<file path="src/rtl/instr_decoder.sv">
// ---------------------------------------------------------------------------
// instr_decoder
//   Sits between the SPI byte bridge and the PWM register file. Turns a
//   framed byte stream (command byte followed by data bytes) into single-cycle
//   read/write strobes on the register-file port. Read data goes back to the
//   bridge as a byte to shift out. Supports single and auto-incrementing
//   burst accesses.
//
//   Command byte: bit7 = 1 write / 0 read, bit6 = 1 burst, bits5:0 = address.
//
// Ports
//   clk_i          peripheral clock
//   rst_i          synchronous, active-high reset
//   frame_i        high for the whole SPI transaction (chip-select active)
//   byte_valid_i   1-cycle pulse: data_in_i holds a complete received byte
//   data_in_i      received byte
//   tx_data_o      byte for the bridge to shift out next
//   tx_load_o      1-cycle pulse: tx_data_o valid
//   read_o         1-cycle register read strobe
//   write_o        1-cycle register write strobe
//   addr_o         register address
//   data_write_o   write data to the register file
//   data_read_i    combinational read data from the register file
//   err_o          1-cycle pulse on illegal address / burst overrun
// ---------------------------------------------------------------------------
module instr_decoder #(
    parameter int                ADDR_W   = 6,
    parameter int                DATA_W   = 8,
    parameter logic [ADDR_W-1:0] MAX_ADDR = 6'h0D
) (
    input  logic              clk_i,
    input  logic              rst_i,
    input  logic              frame_i,
    input  logic              byte_valid_i,
    input  logic [DATA_W-1:0] data_in_i,
    output logic [DATA_W-1:0] tx_data_o,
    output logic              tx_load_o,
    output logic              read_o,
    output logic              write_o,
    output logic [ADDR_W-1:0] addr_o,
    output logic [DATA_W-1:0] data_write_o,
    input  logic [DATA_W-1:0] data_read_i,
    output logic              err_o
);

    typedef enum logic [2:0] {
        S_IDLE  = 3'd0,
        S_CMD   = 3'd1,
        S_WR    = 3'd2,
        S_RD    = 3'd3,
        S_DRAIN = 3'd4
    } state_t;

    state_t            state_q;
    logic              burst_q;
    logic              first_q;
    logic              tx_pend_q;   // a read strobe was issued; load tx_data next cycle
    logic [ADDR_W-1:0] addr_q;
    logic [DATA_W-1:0] data_write_q;
    logic [DATA_W-1:0] tx_data_q;
    logic              tx_load_q;
    logic              read_q;
    logic              write_q;
    logic              err_q;

    logic [ADDR_W:0]   addr_ext_s;  // one extra bit so the overrun test cannot wrap
    logic [ADDR_W-1:0] addr_inc_s;
    logic              overrun_s;
    logic [ADDR_W-1:0] cmd_addr_s;
    logic              cmd_bad_s;
    logic              cmd_write_s;
    logic              cmd_burst_s;

    // Command-field decode and next-address / overrun computation.
    always_comb begin
        addr_ext_s  = {1'b0, addr_q} + {{ADDR_W{1'b0}}, 1'b1};
        addr_inc_s  = addr_ext_s[ADDR_W-1:0];
        overrun_s   = (addr_ext_s > {1'b0, MAX_ADDR});
        cmd_addr_s  = data_in_i[ADDR_W-1:0];
        cmd_bad_s   = (cmd_addr_s > MAX_ADDR);
        cmd_write_s = data_in_i[7];
        cmd_burst_s = data_in_i[6];
    end

    // Decoder FSM with registered strobes, address, write data and tx byte.
    always_ff @(posedge clk_i) begin
        if (rst_i) begin
            state_q      <= S_IDLE;
            burst_q      <= 1'b0;
            first_q      <= 1'b0;
            tx_pend_q    <= 1'b0;
            addr_q       <= {ADDR_W{1'b0}};
            data_write_q <= {DATA_W{1'b0}};
            tx_data_q    <= {DATA_W{1'b0}};
            tx_load_q    <= 1'b0;
            read_q       <= 1'b0;
            write_q      <= 1'b0;
            err_q        <= 1'b0;
        end else begin
            // Strobes default low so each is high for exactly one cycle.
            read_q    <= 1'b0;
            write_q   <= 1'b0;
            err_q     <= 1'b0;
            tx_load_q <= 1'b0;
            tx_pend_q <= 1'b0;

            // data_read_i reflects addr_o one cycle after the read strobe
            // was registered; capture it then. Completes even if the frame
            // has just ended, since the read was already issued.
            if (tx_pend_q) begin
                tx_load_q <= 1'b1;
                tx_data_q <= data_read_i;
            end else begin
                tx_data_q <= tx_data_q;
            end

            if (!frame_i) begin
                // Frame end: bytes arriving now are dropped.
                state_q <= S_IDLE;
                first_q <= 1'b0;
            end else begin
                case (state_q)
                    S_IDLE: begin
                        // Bytes seen in this state are ignored.
                        state_q <= S_CMD;
                    end
                    S_CMD: begin
                        if (byte_valid_i) begin
                            burst_q <= cmd_burst_s;
                            if (cmd_bad_s) begin
                                err_q   <= 1'b1;
                                state_q <= S_DRAIN;
                            end else if (cmd_write_s) begin
                                addr_q  <= cmd_addr_s;
                                first_q <= 1'b1;
                                state_q <= S_WR;
                            end else begin
                                addr_q    <= cmd_addr_s;
                                read_q    <= 1'b1;
                                tx_pend_q <= 1'b1;
                                // A single read needs nothing more from the frame.
                                state_q   <= cmd_burst_s ? S_RD : S_DRAIN;
                            end
                        end else begin
                            state_q <= S_CMD;
                        end
                    end
                    S_WR: begin
                        if (byte_valid_i) begin
                            if (first_q) begin
                                write_q      <= 1'b1;
                                data_write_q <= data_in_i;
                                first_q      <= 1'b0;
                                // Non-burst: later data bytes are ignored.
                                state_q      <= burst_q ? S_WR : S_DRAIN;
                            end else if (overrun_s) begin
                                // Address is held, never wraps.
                                err_q   <= 1'b1;
                                state_q <= S_DRAIN;
                            end else begin
                                addr_q       <= addr_inc_s;
                                write_q      <= 1'b1;
                                data_write_q <= data_in_i;
                            end
                        end else begin
                            state_q <= S_WR;
                        end
                    end
                    S_RD: begin
                        // Each dummy byte triggers the next burst read.
                        if (byte_valid_i) begin
                            if (overrun_s) begin
                                err_q   <= 1'b1;
                                state_q <= S_DRAIN;
                            end else begin
                                addr_q    <= addr_inc_s;
                                read_q    <= 1'b1;
                                tx_pend_q <= 1'b1;
                            end
                        end else begin
                            state_q <= S_RD;
                        end
                    end
                    S_DRAIN: begin
                        state_q <= S_DRAIN;
                    end
                    default: begin
                        state_q <= S_IDLE;
                    end
                endcase
            end
        end
    end

    assign tx_data_o    = tx_data_q;
    assign tx_load_o    = tx_load_q;
    assign read_o       = read_q;
    assign write_o      = write_q;
    assign addr_o       = addr_q;
    assign data_write_o = data_write_q;
    assign err_o        = err_q;

endmodule

</file>
<file path="config.mk">
export PLATFORM = sky130hd
export DESIGN_NAME = instr_decoder
export DESIGN_NICKNAME = d
export VERILOG_FILES = /design/src/rtl/instr_decoder.sv
export SDC_FILE = /design/constraint.sdc
export NUM_CORES = 1
export LEC_CHECK = 0
export ABC_AREA = 1
export CELL_PAD_IN_SITES_DETAIL_PLACEMENT = 1
export CELL_PAD_IN_SITES_GLOBAL_PLACEMENT = 1
export CORE_AREA = 2 2 66 84
export DETAILED_ROUTE_END_ITERATION = 10
export DIE_AREA = 0 0 68 86
export HOLD_SLACK_MARGIN = 0.02
export PLACE_DENSITY_LB_ADDON = 0.3
export REMOVE_ABC_BUFFERS = 1
export SETUP_SLACK_MARGIN = 0.05
export SYNTH_ARGS = -nofsm -noshare
export SYNTH_HDL_FRONTEND = slang
export SYNTH_SLANG_ARGS = --single-unit
</file>
<file path="constraint.sdc">
create_clock -name clk_i -period 2.17 [get_ports clk_i]
set_input_delay 0.434 -clock clk_i [delete_from_list [all_inputs] [get_ports clk_i]]
set_output_delay 0.434 -clock clk_i [all_outputs]
set_load 0.005 [all_outputs]
</file>
==> impl_summary.log, run 1 <==
[metrics] result of the run: complete, no violations
[metrics] cell type contributing the most total cell area after synthesis: dfxtp_1
[metrics] post-route clock period utilization: 84.7%
[metrics] hold violation count in the final report: 0
[metrics] count of H-tree levels built during CTS: 2
[metrics] setup tns final: 0 ns
[metrics] vias in the first global route: 1842
[metrics] Antenna Nets Post-Route: 0
[metrics] routed via count divided by cell count: 4.82
[metrics] Setup Viol. Count Final: 0
[metrics] number of standard cells in the final layout excluding fillers: 356
[metrics] worst slew slack as a fraction of its limit: 77.4%
[metrics] register bit count reported by yosys: 31
[metrics] worst setup path class: reg -> reg
[metrics] largest cells by area after synthesis: dfxtp_1 (38%), nand2_1 (12%), nor2_1 (9.3%)
[metrics] cell count after synthesis: 240
[metrics] Inst Count DP: 348
[metrics] switching fraction of total power: 24.0%
[metrics] # Max-Cap Violations: 0
[metrics] Synth cell types: 25
[metrics] CTS tree: done
[metrics] Seq pwr share: 45.4%
[metrics] cell area after synthesis: 1620 um^2
[metrics] wire length after detailed routing: 4720 um
[metrics] first-pass GRT wire length: 8110 um
[metrics] routed wire length per instance: 13.3 um
[metrics] width of the chip: 68 um
[metrics] maximum clock path buffer count: 2
[metrics] slew at the pin with the worst max-slew slack: 0.339 ns
[metrics] critical path data required time: 2.38 ns
[metrics] most used flip-flop cell after synthesis: dfxtp_1
[metrics] half-perimeter wire length after detailed placement: 3790 um
[metrics] arrival time of data at the critical path endpoint: 2.05 ns
[metrics] I/O Buffers: 45
[metrics] Die Y: 86 um
[metrics] setup fix buffers added after clock tree synthesis: 0
[metrics] antenna violations before repair: 0
[metrics] number of clock buffers inserted by TritonCTS: 5
[metrics] Warnings, synthesis: 0
[metrics] share of synthesized registers carrying an async set or reset: 0%
[metrics] critical path endpoint category: flop
[metrics] total power: 1.29 mW
[metrics] number of nets in the finished design: 315
[metrics] Root Buffer: clkbuf_8
[metrics] initial cell density of the core: 32.3%
[metrics] unrepaired setup endpoints after global routing: false
[metrics] share of cells above drive strength 1: 11.2%
[metrics] average cell area after synthesis: 6.75 um^2
[metrics] Power Density: 566 nW/um^2
[metrics] violation count after the first detailed-route iteration: 33
[metrics] top cells by instance count after synthesis: nand2_1 (52), nor2_1 (40), dfxtp_1 (31)
[metrics] leakage power of the design: 0.980 nW
[metrics] path class of the lowest-slack min-delay path: reg -> reg
[metrics] synth-to-layout area growth: 40.9%
[metrics] share of Yosys cell area claimed by the top area cell type: 38.3%
[metrics] Clk network pwr share: 44.7%
[metrics] startpoint kind of the worst setup timing path: flop
[metrics] share of the core filled with cells in the final layout: 45.6%
[metrics] total of fill cells in the finished design: 649
[metrics] overflow left after global routing: 0
[metrics] Gate power share: 9.9%
[metrics] power spent charging and discharging nets: 0.310 mW
[metrics] GRT Overall Usage: 18.3%
[metrics] number of rows created at floorplan: 29
[metrics] number of antenna repair diodes: 0
[metrics] crit path time final: 1.84 ns
[metrics] most frequent cell on the critical path: nand2_1
[metrics] RePlAce Congestion: 0.843
[metrics] Critical Path Fanout Max: 9
[metrics] placeable core region: 5010 um^2
[metrics] Max VDD drop: 0.381 mV
[metrics] Final Max Tran Viols: 0
[metrics] leading cell type by number of instances after synthesis: nand2_1
[metrics] cell internal power dissipation: 0.982 mW
[metrics] Worst Skew: 0.00521 ns
[metrics] final routed DRC violation total: 0
[metrics] number of optimization iterations in the first detailed-route pass: 4
[metrics] maximum operating frequency: 544 MHz
[metrics] Worst Hold Margin: 0.469 ns
[metrics] sequential cell area fraction in the yosys report: 38.3%
[metrics] pin count of the biggest net entering global routing: 16
[metrics] clk slew on worst S/H paths: 0.07 ns
[metrics] total vias in the final route: 1716
[metrics] Cell Chain, Critical Path: inv_1 -> ha_1 -> inv_1 -> nand2_1 -> nand2_1 -> nor2_1 -> nand2_1 -> nand3_4 -> nand2_4 -> nand2_4 -> nand2_1 -> a21oi_1
[metrics] die area: 5850 um^2
[metrics] clock latency on the worst-skew pair: 0.28 ns
[metrics] I/O pin total: 46
[metrics] CTS Sinks: 31
[metrics] Post-synth EDFFs: 0
[metrics] peak per-stage delay on the critical path: 0.44 ns
[metrics] Critical-path top delay cell: dfxtp_1
## routing by layer
metal / wire length (um) / global-route usage [%] / share of wire [%]
met4: 73 / 6.18 / 1.5
met1: 1920 / 19.2 / 41
met5: 0 / 0 / 0
met3: 232 / 5.64 / 4.9
met2: 2500 / 33.5 / 53
## critical path, delay by kind of cell (launching register included)
family / cells / cell delay, ns
flip-flops: 1 / 0.44
adder cells (fa/ha/maj): 1 / 0.28
AO/OA/AOI/OAI: 1 / 0.13
buffers and inverters: 2 / 0.13
AND/OR/NAND/NOR: 8 / 0.78
## path summary, 6_finish.rpt
| path | to | from | slack (ns) | cells past startpoint |
|---|---|---|---|---|
| hold / removal | data_write_o[3]$_SDFFE_PP0P_ | data_write_o[3]$_SDFFE_PP0P_ | 0.47 | 2 |
| hold reg to reg | data_write_o[3]$_SDFFE_PP0P_ | data_write_o[3]$_SDFFE_PP0P_ | 0.47 | 2 |
| setup reg to reg | data_write_o[1]$_SDFFE_PP0P_ | addr_o[1]$_SDFFE_PP0P_ | 0.33 | 12 |
| setup / recovery | data_write_o[1]$_SDFFE_PP0P_ | addr_o[1]$_SDFFE_PP0P_ | 0.33 | 12 |
## final cells by class
class	count	area (um^2)	area share, %
multi-input combinational	172	853	37.4
inverter	33	129	5.65
sequential	31	621	27.2
clock inverter	3	43.8	1.92
tap	62	77.6	3.40
clock buffer	5	68.8	3.02
timing repair buffer	50	488	21.4
## cell families (layout without fill, tap and decap cells)
kind of cell               Yosys count  after routing  share of synthesized area (%)
adders and majority gates            2              2                           1.55
and+or+nand+nor                    133            133                           38.9
buffers and inverters               37             91                           9.12
DFF                                 31             31                           38.3
AOI/OAI and AO/OA                   37             37                           12.1
## registers in the layout (all words and copies together) (netlist names)
name	flops
read_o	1
data_write_o	8
write_o	1
first_q	1
err_o	1
addr_o	6
state_q	3
burst_q	1
tx_data_o	8
tx_load_o	1
## power by group through the flow
stage	clock, mW	combinational, mW	sequential, mW
after floorplan	0	0.0532	0.599
after global placement	0	0.127	0.600
after detailed placement	0	0.129	0.600
after CTS	0.589	0.130	0.586
after global routing	0.616	0.146	0.588
final	0.577	0.128	0.586
## what timing repair did
| item | in CTS | in global routing |
|---|---|---|
| resized for setup | 0 | 1 |
| hold buffers | 0 | 0 |
| endpoints found under the setup margin | 0 | 1 |
## cell usage in the layout (no fill, tap or decap), types with 3 or more instances in the layout
master / synthesis / layout
inv_2: 3 / 3
o21ai_0: 17 / 17
clkbuf_8: 0 / 5
clkdlybuf4s50_1: 0 / 45
inv_1: 27 / 27
a21oi_1: 14 / 14
dfxtp_1: 31 / 31
nand4_1: 7 / 7
nand2_4: 4 / 4
nor2_2: 5 / 6
nand3_1: 17 / 17
nand2_1: 52 / 52
nor2_1: 40 / 39
buf_4: 1 / 5
## through the flow
step	area, um^2	setup WS (ns)
floorplan	1600	0.518
global placement	2170	0.199
detailed placement	2170	0.164
CTS	2280	0.290
global route	2280	0.0881
finish	2280	0.332
(Power assumes the default switching activity.)
==> run 2: changes to the inputs <==
==> constraint.sdc (replaced) <==
create_clock -name clk_i -period 1.7 [get_ports clk_i]
set_input_delay 0.34 -clock clk_i [delete_from_list [all_inputs] [get_ports clk_i]]
set_output_delay 0.34 -clock clk_i [all_outputs]
set_load 0.005 [all_outputs]
==> impl_summary.log, run 2 (synthesis results as in run 1) <==
[metrics] slew at the pin with the worst max-slew slack: 0.281 ns
[metrics] critical path data required time: 1.88 ns
[metrics] result of the run: complete, no violations
[metrics] CTS tree: done
[metrics] GRT Overall Usage: 19.6%
[metrics] count of H-tree levels built during CTS: 2
[metrics] post-route clock period utilization: 98.5%
[metrics] routed via count divided by cell count: 4.79
[metrics] overflow left after global routing: 0
[metrics] unrepaired setup endpoints after global routing: true
[metrics] wire length after detailed routing: 5680 um
[metrics] # Max-Cap Violations: 0
[metrics] half-perimeter wire length after detailed placement: 4000 um
[metrics] number of antenna repair diodes: 0
[metrics] Critical-path top delay cell: dfxtp_4
[metrics] I/O pin total: 46
[metrics] commonest non-fill, non-tap cells in the layout: nand2_1 (44), clkdlybuf4s50_1 (43), nor2_1 (31)
[metrics] pin count of the biggest net entering global routing: 16
[metrics] routed wire length per instance: 14.7 um
[metrics] crit path time final: 1.67 ns
[metrics] clk slew on worst S/H paths: 0.07 ns
[metrics] width of the chip: 68 um
[metrics] Critical Path Fanout Max: 7
[metrics] initial cell density of the core: 32.3%
[metrics] arrival time of data at the critical path endpoint: 1.85 ns
[metrics] synth-to-layout area growth: 66.7%
[metrics] depth of the worst register-to-register path: 10
[metrics] peak per-stage delay on the critical path: 0.37 ns
[metrics] Antenna Nets Post-Route: 0
[metrics] Max VDD drop: 0.493 mV
[metrics] antenna violations before repair: 0
[metrics] RePlAce Congestion: 0.835
[metrics] path class of the lowest-slack min-delay path: reg -> reg
[metrics] hold violation count in the final report: 0
[metrics] Root Buffer: clkbuf_8
[metrics] die area: 5850 um^2
[metrics] vias in the first global route: 1934
[metrics] leading cell type in the layout, fill and taps excluded: nand2_1
[metrics] Worst Skew: 0.00548 ns
[metrics] share of the core filled with cells in the final layout: 53.9%
[metrics] maximum clock path buffer count: 2
[metrics] Final Max Tran Viols: 0
[metrics] clock latency on the worst-skew pair: 0.29 ns
[metrics] number of nets in the finished design: 344
[metrics] I/O Buffers: 45
[metrics] number of optimization iterations in the first detailed-route pass: 4
[metrics] worst setup path class: reg -> reg
[metrics] leakage power of the design: 1.18 nW
[metrics] Cell Chain, Critical Path: ha_4 -> buf_6 -> nand4_1 -> nand2_2 -> nor2_4 -> nand3_4 -> nand2_4 -> nand2_8 -> o21bai_1 -> nor2_1
[metrics] CTS Sinks: 31
[metrics] Hold Path Cell Cnt: 2
[metrics] total vias in the final route: 1846
[metrics] Setup Viol. Count Final: 0
[metrics] first-pass GRT wire length: 8710 um
[metrics] number of clock buffers inserted by TritonCTS: 5
[metrics] startpoint kind of the worst setup timing path: flop
[metrics] number of rows created at floorplan: 29
[metrics] maximum operating frequency: 597 MHz
[metrics] share of cells above drive strength 1: 29.4%
[metrics] violation count after the first detailed-route iteration: 51
[metrics] total placed instance area: 2320 um^2
[metrics] Die Y: 86 um
[metrics] Power Density: 584 nW/um^2
[metrics] Layout Cell Area excl Fill: 2700 um^2
[metrics] Post-CTS Hold Fix Bufs: 0
[metrics] final routed DRC violation total: 0
[metrics] worst slew slack as a fraction of its limit: 81.3%
[metrics] critical path endpoint category: flop
[metrics] placeable core region: 5010 um^2
==> run 2: stage by stage <==
stage / hold slack, ns / setup TNS, ns / std cells / total power, mW / worst slack (ns)
global placement: 0.449 / -1.05 / 368 / 0.948 / -0.159
finish: 0.471 / 0 / 385 / 1.58 / 0.0258
CTS: 0.471 / 0 / 379 / 1.55 / 0.0390
detailed placement: 0.460 / -1.46 / 368 / 0.952 / -0.165
floorplan: 0.409 / 0 / 236 / 0.832 / 0.0476
global route: 0.497 / -0.414 / 385 / 1.66 / -0.0700
==> run 2: worst max-delay path: cells and delay by family, from the launching register on <==
kind / cells / cell delay [ns]
buffers and inverters: 1 / 0.11
flip-flops: 1 / 0.37
AND/OR/NAND/NOR: 7 / 0.74
AO/OA/AOI/OAI: 1 / 0.15
adder cells (fa/ha/maj): 1 / 0.18
==> run 2: where the power goes <==
part | internal [mW] | switching (mW) | total (mW)
Sequential | 0.733 | 0.0171 | 0.751
Clock | 0.285 | 0.305 | 0.589
Combinational | 0.124 | 0.112 | 0.236
==> run 2: metal layers <==
metal  global-route usage [%]  routed length (um)  vias to the layer above
li1                         -                   -                      934
met3                     4.46                 216                       12
met5                        0                   0                        -
met2                     36.2                3230                       44
met4                     8.91                 111                        0
met1                     20.1                2110                      856
==> run 2: worst paths after layout <==
path                                              startpoint                           end  slack [ns]
worst max-delay path                  addr_o[0]$_SDFFE_PP0P_        addr_o[0]$_SDFFE_PP0P_        0.03
worst min-delay path            data_write_o[7]$_SDFFE_PP0P_  data_write_o[7]$_SDFFE_PP0P_        0.47
worst max register to register        addr_o[0]$_SDFFE_PP0P_        addr_o[0]$_SDFFE_PP0P_        0.03
worst min register to register  data_write_o[7]$_SDFFE_PP0P_  data_write_o[7]$_SDFFE_PP0P_        0.47
==> run 2: timing repair <==
| item | in CTS | in global routing |
|---|---|---|
| resized for setup | 11 | 50 |
| buffers inserted | 3 | 6 |
| pin swaps | 10 | 17 |
| cloned | 0 | 1 |
| endpoints found under the setup margin | 21 | 23 |
==> run 2: layout make-up <==
type | instances | area, um^2
well taps | 62 | 77.6
clock inverters | 3 | 20.0
multi-input cells | 173 | 1050
clock buffers | 5 | 68.8
flip-flops and latches | 31 | 634
repair buffers | 78 | 718
inverters | 33 | 134
fillers | 619 | 2310
==> run 3: changes to the inputs <==
--- a/config.mk
+++ b/config.mk
@@ -5,12 +5,11 @@
 export SDC_FILE = /design/constraint.sdc
 export NUM_CORES = 1
 export LEC_CHECK = 0
-export ABC_AREA = 1
 export CELL_PAD_IN_SITES_DETAIL_PLACEMENT = 1
 export CELL_PAD_IN_SITES_GLOBAL_PLACEMENT = 1
-export CORE_AREA = 2 2 66 84
+export CORE_AREA = 2 2 64 81
 export DETAILED_ROUTE_END_ITERATION = 10
-export DIE_AREA = 0 0 68 86
+export DIE_AREA = 0 0 66 83
 export HOLD_SLACK_MARGIN = 0.02
 export PLACE_DENSITY_LB_ADDON = 0.3
 export REMOVE_ABC_BUFFERS = 1
==> impl_summary.log, run 3 <==
[metrics] result of the run: finished with violations
[metrics] violations in the final reports: setup timing
[metrics] half-perimeter wire length after detailed placement: 3650 um
[metrics] GRT Overall Usage: 20.1%
[metrics] sequential cell area fraction in the yosys report: 40.1%
[metrics] initial cell density of the core: 33.0%
[metrics] die area: 5480 um^2
[metrics] wire length after detailed routing: 5290 um
[metrics] CTS Sinks: 31
[metrics] slew at the pin with the worst max-slew slack: 0.307 ns
[metrics] Seq pwr share: 49.4%
[metrics] routed via count divided by cell count: 5.00
[metrics] Setup Viol. Count Final: 16
[metrics] beginning of the worst register-to-register path: addr_o[1]$_SDFFE_PP0P_
[metrics] Post-CTS Hold Fix Bufs: 0
[metrics] setup slack after layout: -0.126 ns
[metrics] largest cells by area after synthesis: dfxtp_1 (40%), mux2i_1 (11%), nand2_1 (7.3%)
[metrics] antenna violations before repair: 0
[metrics] arrival time of data at the critical path endpoint: 2.00 ns
[metrics] launch point of the worst path: addr_o[1]$_SDFFE_PP0P_
[metrics] Worst Skew: 0.00702 ns
[metrics] global route hottest layer: met2
[metrics] Synth cell types: 40
[metrics] Die Y: 83 um
[metrics] number of nets in the finished design: 292
[metrics] placeable core region: 4690 um^2
[metrics] synth-to-layout area growth: 75.7%
[metrics] clk slew on worst S/H paths: 0.07 ns
[metrics] cell count after synthesis: 175
[metrics] first-pass GRT wire length: 8470 um
[metrics] Gate power share: 11.8%
[metrics] critical path endpoint category: flop
[metrics] Critical Path Fanout Max: 4
[metrics] worst setup path class: reg -> reg
[metrics] worst slew slack as a fraction of its limit: 79.4%
[metrics] Antenna Nets Post-Route: 0
[metrics] top cells by instance count after synthesis: dfxtp_1 (31), nand2_1 (30), mux2i_1 (17)
[metrics] Max VDD drop: 0.395 mV
[metrics] final routed DRC violation total: 0
[metrics] violation count after the first detailed-route iteration: 24
[metrics] power spent charging and discharging nets: 0.370 mW
[metrics] switching fraction of total power: 25.0%
[metrics] # Max-Cap Violations: 0
[metrics] M1 GR Usage: 21.1%
[metrics] register bit count reported by yosys: 31
[metrics] Final Max Tran Viols: 0
[metrics] routed wire length per instance: 16.0 um
[metrics] share of Yosys cell area claimed by the top area cell type: 40.1%
[metrics] overflow left after global routing: 0
[metrics] leading cell type by number of instances after synthesis: dfxtp_1
[metrics] count of H-tree levels built during CTS: 2
[metrics] share of cells above drive strength 1: 35.8%
[metrics] average cell area after synthesis: 8.84 um^2
[metrics] cell internal power dissipation: 1.11 mW
[metrics] critical path data required time: 1.87 ns
[metrics] unrepaired setup endpoints after global routing: true
[metrics] cell area after synthesis: 1550 um^2
[metrics] leakage power of the design: 1.06 nW
[metrics] number of clock buffers inserted by TritonCTS: 5
[metrics] vias in the first global route: 1786
[metrics] clock latency on the worst-skew pair: 0.29 ns
[metrics] total vias in the final route: 1654
[metrics] RePlAce Congestion: 0.861
[metrics] maximum operating frequency: 548 MHz
[metrics] hold violation count in the final report: 0
[metrics] share of synthesized registers carrying an async set or reset: 0%
[metrics] Worst Hold Margin: 0.464 ns
[metrics] Root Buffer: clkbuf_8
[metrics] commonest non-fill, non-tap cells in the layout: buf_4 (46), clkdlybuf4s50_1 (42), nand2_1 (30)
[metrics] total of fill cells in the finished design: 546
[metrics] number of rows created at floorplan: 28
[metrics] width of the chip: 66 um
[metrics] Power Density: 544 nW/um^2
[metrics] number of optimization iterations in the first detailed-route pass: 4
[metrics] I/O Buffers: 45
[metrics] met3 capacity usage during global routing: 5.01%
[metrics] startpoint of the lowest-slack hold path: data_write_o[6]$_SDFFE_PP0P_
[metrics] Post-synth EDFFs: 0
[metrics] number of antenna repair diodes: 0
[metrics] CTS tree: done
[metrics] cell type contributing the most total cell area after synthesis: dfxtp_1
[metrics] path class of the lowest-slack min-delay path: reg -> reg
[metrics] Clk network pwr share: 38.9%
[metrics] leading cell type in the layout, fill and taps excluded: buf_4
[metrics] global routing met2 resource utilization: 36.4%
[metrics] pin count of the biggest net entering global routing: 20
[metrics] I/O pin total: 46
[metrics] maximum clock path buffer count: 2
[metrics] startpoint kind of the worst setup timing path: flop
[metrics] Warnings, synthesis: 0
[metrics] crit path time final: 1.83 ns
[metrics] most used flip-flop cell after synthesis: dfxtp_1
[metrics] worst setup slack after placement: -0.247 ns
[metrics] post-route clock period utilization: 107%
[run 3: metal layers]
layer,vias up,wire [um]
li1,795,-
met1,798,2020
met2,49,2860
met3,12,270
met4,0,135
met5,-,0
[run 3: layout make-up]
cell class / count / area [um^2] / area share [%]
inverters: 5 / 23.8 / 0.874
flip-flops and latches: 31 / 636 / 23.4
clock inverters: 2 / 12.5 / 0.460
multi-input cells: 131 / 1020 / 37.4
well taps: 60 / 75.1 / 2.76
repair buffers: 96 / 882 / 32.4
clock buffers: 6 / 72.6 / 2.67
[run 3: final timing paths]
| path | to | slack [ns] | cells past startpoint |
|---|---|---|---|
| worst max-delay path | state_q[2]$_SDFF_PP0_ | -0.13 | 7 |
| worst min-delay path | data_write_o[6]$_SDFFE_PP0P_ | 0.46 | 2 |
| worst max register to register | state_q[2]$_SDFF_PP0_ | -0.13 | 7 |
| worst min register to register | data_write_o[6]$_SDFFE_PP0P_ | 0.46 | 2 |
[run 3: cell families after synthesis]
group | Yosys count | share of synthesized area, %
compound gates | 33 | 18.0
xor+xnor | 3 | 1.70
buf+inv | 13 | 3.31
flops | 31 | 40.1
mux | 17 | 11.0
fa+ha+maj | 2 | 1.62
simple gates | 76 | 24.3
[run 3: per-stage QoR]
stage | instance area, um^2 | cells | utilization [%] | setup TNS [ns] | power (mW)
global route | 2720 | 331 | 57.9 | -2.29 | 1.55
finish | 2720 | 331 | 57.9 | -1.31 | 1.48
CTS | 2620 | 326 | 55.7 | -1.10 | 1.48
detailed placement | 2350 | 312 | 50.1 | -3.53 | 0.911
global placement | 2350 | 312 | 50.1 | -2.70 | 0.908
floorplan | 1520 | 167 | - | -0.747 | 0.798
[run 3: timing repair]
| item | CTS | global route |
|---|---|---|
| pin swaps | 9 | 7 |
| cloned | 1 | 0 |
| setup endpoints to repair | 23 | 24 |
| buffers inserted | 5 | 5 |
| resized for setup | 28 | 18 |
[run 3: power groups by stage]
| stage | Clock (mW) | Sequential, mW | Combinational (mW) |
|---|---|---|---|
| 2_1_floorplan | 0 | 0.753 | 0.0442 |
| 3_3_place_gp | 0 | 0.752 | 0.156 |
| 3_5_place_dp | 0 | 0.752 | 0.159 |
| 4_1_cts | 0.588 | 0.732 | 0.165 |
| 5_1_grt | 0.627 | 0.730 | 0.188 |
| 6_report | 0.575 | 0.730 | 0.174 |
[run 3: worst max-delay path: stages (launching register included)]
cell and delay (ns):
dfxtp_4 0.39, ha_4 0.17, buf_6 0.10, and3_4 0.17, a31o_4 0.19, o21ai_4 0.08
or3_1 0.33, a211o_1 0.27
